<file path="src/rtl/int_ack_master.sv">
// Interrupt acknowledge initiator: synchronises INT, issues the two-pulse
// INTA sequence, captures the PIC vector and locks out until service ends.
module int_ack_master #(
    parameter int SYNC_STAGES = 2,
    parameter int LOW_CYCLES  = 2,
    parameter int GAP_CYCLES  = 2
) (
    input  logic       clk,
    input  logic       rst_n,
    input  logic       INT,
    input  logic       int_enable,
    input  logic [7:0] data_bus,
    input  logic       svc_done,
    output logic       INTA,
    output logic [7:0] vector,
    output logic       vector_valid,
    output logic       busy
);

    localparam int MAXC = (LOW_CYCLES > GAP_CYCLES) ? LOW_CYCLES : GAP_CYCLES;
    localparam int CW   = (MAXC > 1) ? $clog2(MAXC) : 1;
    localparam logic [CW-1:0] LOW_LD = CW'(LOW_CYCLES - 1);
    localparam logic [CW-1:0] GAP_LD = CW'(GAP_CYCLES - 1);

    typedef enum logic [2:0] {
        IDLE,
        ACK1_LOW,
        GAP,
        ACK2_LOW,
        DELIVER,
        WAIT_SVC
    } state_t;

    state_t                 state, state_n;
    logic [CW-1:0]          cnt, cnt_n;
    logic [SYNC_STAGES-1:0] sync_q;
    logic                   int_s;
    logic                   cap;

    assign int_s = sync_q[SYNC_STAGES-1];

    always_comb begin
        state_n = state;
        cnt_n   = cnt;
        cap     = 1'b0;
        case (state)
            IDLE: begin
                if (int_s && int_enable) begin
                    state_n = ACK1_LOW;
                    cnt_n   = LOW_LD;
                end
            end
            ACK1_LOW: begin
                if (cnt == '0) begin
                    state_n = GAP;
                    cnt_n   = GAP_LD;
                end else begin
                    cnt_n = cnt - 1'b1;
                end
            end
            GAP: begin
                if (cnt == '0) begin
                    state_n = ACK2_LOW;
                    cnt_n   = LOW_LD;
                end else begin
                    cnt_n = cnt - 1'b1;
                end
            end
            ACK2_LOW: begin
                if (cnt == '0) begin
                    state_n = DELIVER;
                    cnt_n   = '0;
                    cap     = 1'b1;
                end else begin
                    cnt_n = cnt - 1'b1;
                end
            end
            DELIVER: begin
                state_n = WAIT_SVC;
                cnt_n   = '0;
            end
            WAIT_SVC: begin
                if (svc_done) begin
                    state_n = IDLE;
                end
            end
            default: begin
                state_n = IDLE;
                cnt_n   = '0;
            end
        endcase
    end

    // Outputs are registered from the next state so INTA never glitches.
    always_ff @(posedge clk or negedge rst_n) begin
        if (!rst_n) begin
            sync_q       <= '0;
            state        <= IDLE;
            cnt          <= '0;
            INTA         <= 1'b1;
            busy         <= 1'b0;
            vector_valid <= 1'b0;
            vector       <= 8'h00;
        end else begin
            sync_q       <= {sync_q[SYNC_STAGES-2:0], INT};
            state        <= state_n;
            cnt          <= cnt_n;
            INTA         <= !(state_n == ACK1_LOW || state_n == ACK2_LOW);
            busy         <= (state_n != IDLE);
            vector_valid <= cap;
            if (cap) begin
                vector <= data_bus;
            end
        end
    end

endmodule
</file>
<file path="config.mk">
export PLATFORM = sky130hd
export DESIGN_NAME = int_ack_master
export DESIGN_NICKNAME = d
export VERILOG_FILES = /design/src/rtl/int_ack_master.sv
export SDC_FILE = /design/constraint.sdc
export NUM_CORES = 1
export LEC_CHECK = 0
export ABC_AREA = 1
export BUFFER_PORTS_ARGS = -buffer_cell sky130_fd_sc_hd__clkbuf_2
export CAP_MARGIN = 25
export CORE_MARGIN = 2
export CORE_UTILIZATION = 50
export DETAILED_ROUTE_END_ITERATION = 10
export PLACE_DENSITY = 0.85
export SYNTH_ARGS = -nofsm -noshare
export SYNTH_HDL_FRONTEND = slang
export SYNTH_SLANG_ARGS = --single-unit
</file>
<file path="constraint.sdc">
create_clock -name clk -period 2.2 [get_ports clk]
set_input_delay 0.55 -clock clk [delete_from_list [all_inputs] [get_ports clk]]
set_output_delay 0.55 -clock clk [all_outputs]
set_load 0.1 [all_outputs]
</file>
==> results.sh <==
export IMPL_drv_slew=0
export IMPL_first_global_vias=476
export IMPL_gr_usage_all_layers_pct=17.7
export IMPL_synthesis_nets=93
export IMPL_cts_hold_buffers=0
export IMPL_h_tree_depth=1
export IMPL_postRouteAntennaNets=0
export IMPL_fin_util_pct=65.7
export IMPL_post_drt_wl_per_cell_um=10.4
export IMPL_place_hpwl_um=993
export IMPL_clock_latency_ps=280
export IMPL_criticalPathCategory="reg2out"
export IMPL_num_io_pins=24
export IMPL_critical_path_endpoint_type="primary output"
export IMPL_ys_ff_latch=17
export IMPL_fin_nets=121
export IMPL_slowest_stage="dfstp_2"
export IMPL_postRouteWirelength_um=1270
export IMPL_hold_viol=0
export IMPL_cts_resized=0
export IMPL_drv_cap=0
export IMPL_drt_vias_per_instance=4.76
export IMPL_ys_types=14
export IMPL_die_w_um=41.3
export IMPL_clkSinkCount=17
export IMPL_die_h_um=41.3
export IMPL_status="finished clean"
export IMPL_grt_setup_unrepaired="false"
export IMPL_cts_root_buf="clkbuf_4"
export IMPL_cp_num_buf_inv=1
export IMPL_grt_first_pass_wirelength_um=1900
export IMPL_setup_tns_ps=0
export IMPL_die_area_um2=1700
export IMPL_core_area_um2=1300
export IMPL_period_needed_ps=1790
export IMPL_final_cell_mix="41 x nand2_1, 23 x clkbuf_2, 16 x dfrtp_1, 6 x nor2_1, 4 x inv_1"
export IMPL_relSlewSlack_pct=63.9
export IMPL_layout_commonest_cell="nand2_1"
export IMPL_drive_above_1_share_pct=31.8
export IMPL_cp_required_ps=1650
export IMPL_cts_tree="done"
export IMPL_grt_ovfl_total=0
export IMPL_antenna_found_initial=0
export IMPL_cts_made_buffers=3
export IMPL_worstPathMaxFanout=1
export IMPL_skew_ps=0.326
export IMPL_rows=13
export IMPL_clock_path_buffers=2
export IMPL_setup_violations_final=0
export IMPL_place_gp_congestion=0.711
export IMPL_insertedDiodeCount=0
export IMPL_critPathTopFamily="flip-flops"
export IMPL_timing_final_crit_share_pct=81.4
export IMPL_cp_cell_sequence="clkbuf_2"
export IMPL_startpoint_type="flop"
export IMPL_vias=581
export IMPL_netlist_area_um2=694
export IMPL_min_path_type="in2async"
export IMPL_synth_cells=80
export IMPL_slowest_delay_ps=520
export IMPL_start_util_pct=53.4
export IMPL_max_freq_ghz=0.559
export IMPL_arrival_ps=1240
export IMPL_grt_max_degree=18
export IMPL_synth_avg_cell_area_um2=8.68
export IMPL_tightest_slew_ps=544
export IMPL_ys_warn_count=0
export IMPL_area_growth_pct=23.1
export IMPL_drt_initial_drc_count=7
export IMPL_synth_seq_area_share_pct=61.4
export IMPL_path_clk_slew_ps=90
export IMPL_portBuffers=23
export IMPL_remaining_drc_errors=0
export IMPL_cts_setup_buffers=0
export IMPL_first_pass_iters=3
==> Yosys cell counts <==
cell	instances	area, µm²
a21oi_1	3	15.0
clkinv_4	1	8.76
dfrtp_1	16	400
dfstp_2	1	26.3
inv_1	4	15.0
inv_2	2	7.51
nand2_1	41	154
nand2_2	1	6.26
nand2_4	1	11.3
nand3_1	1	5.00
nor2_1	6	22.5
nor2_2	1	6.26
nor2_4	1	11.3
o21ai_0	1	5.00
==> through the flow <==
step | hold WS, ps | setup WS [ps] | cells | area [µm²]
floorplan | 254 | 752 | 80 | 694
detailed placement | 338 | 717 | 118 | 828
finish | 176 | 410 | 122 | 855
CTS | 184 | 401 | 122 | 855
global route | 181 | 366 | 122 | 855
global placement | 333 | 718 | 118 | 828
==> state kept, by name, summed over array words and instances (netlist names) <==
signal        flops
vector            8
state             3
sync_q            2
INTA              1
busy              1
cnt               1
vector_valid      1
==> final cells by class <==
| cell class | instances | area (µm²) |
|---|---|---|
| fillers | 125 | 447 |
| flip-flops and latches | 17 | 427 |
| multi-input cells | 56 | 236 |
| repair buffers | 23 | 115 |
| inverters | 7 | 31.3 |
| clock buffers | 4 | 26.3 |
| well taps | 15 | 18.8 |
==> metal layers <==
layer | wire length, µm | global-route usage [%] | vias to the layer above | part of all wire [%]
li1 | - | - | 293 | -
met1 | 520 | 21.3 | 272 | 41
met2 | 672 | 29.7 | 16 | 53
met3 | 72 | 4.89 | 0 | 5.7
met4 | 0 | 7.26 | 0 | 0
met5 | 0 | 0 | - | 0
==> cell families after synthesis <==
kind of cell | count (synthesis) | synth area share, %
flops | 17 | 61.4
compound gates | 4 | 2.88
simple gates | 52 | 31.2
buf+inv | 7 | 4.50
==> worst paths after layout <==
kind,slack [ps],startpoint,cells past startpoint,endpoint
max in group asynchronous,1710,rst_n,1,INTA
min in group clk,360,sync_q[0],0,sync_q[1]
setup / recovery,410,INTA,1,INTA
setup reg to reg,1100,state[2],6,cnt
hold reg to reg,360,sync_q[0],0,sync_q[1]
hold / removal,180,rst_n,1,vector[5]
Power is left out: the tool's default activity adds up to more than one toggle a clock period on the data nets, which glitch-free logic cannot reach.
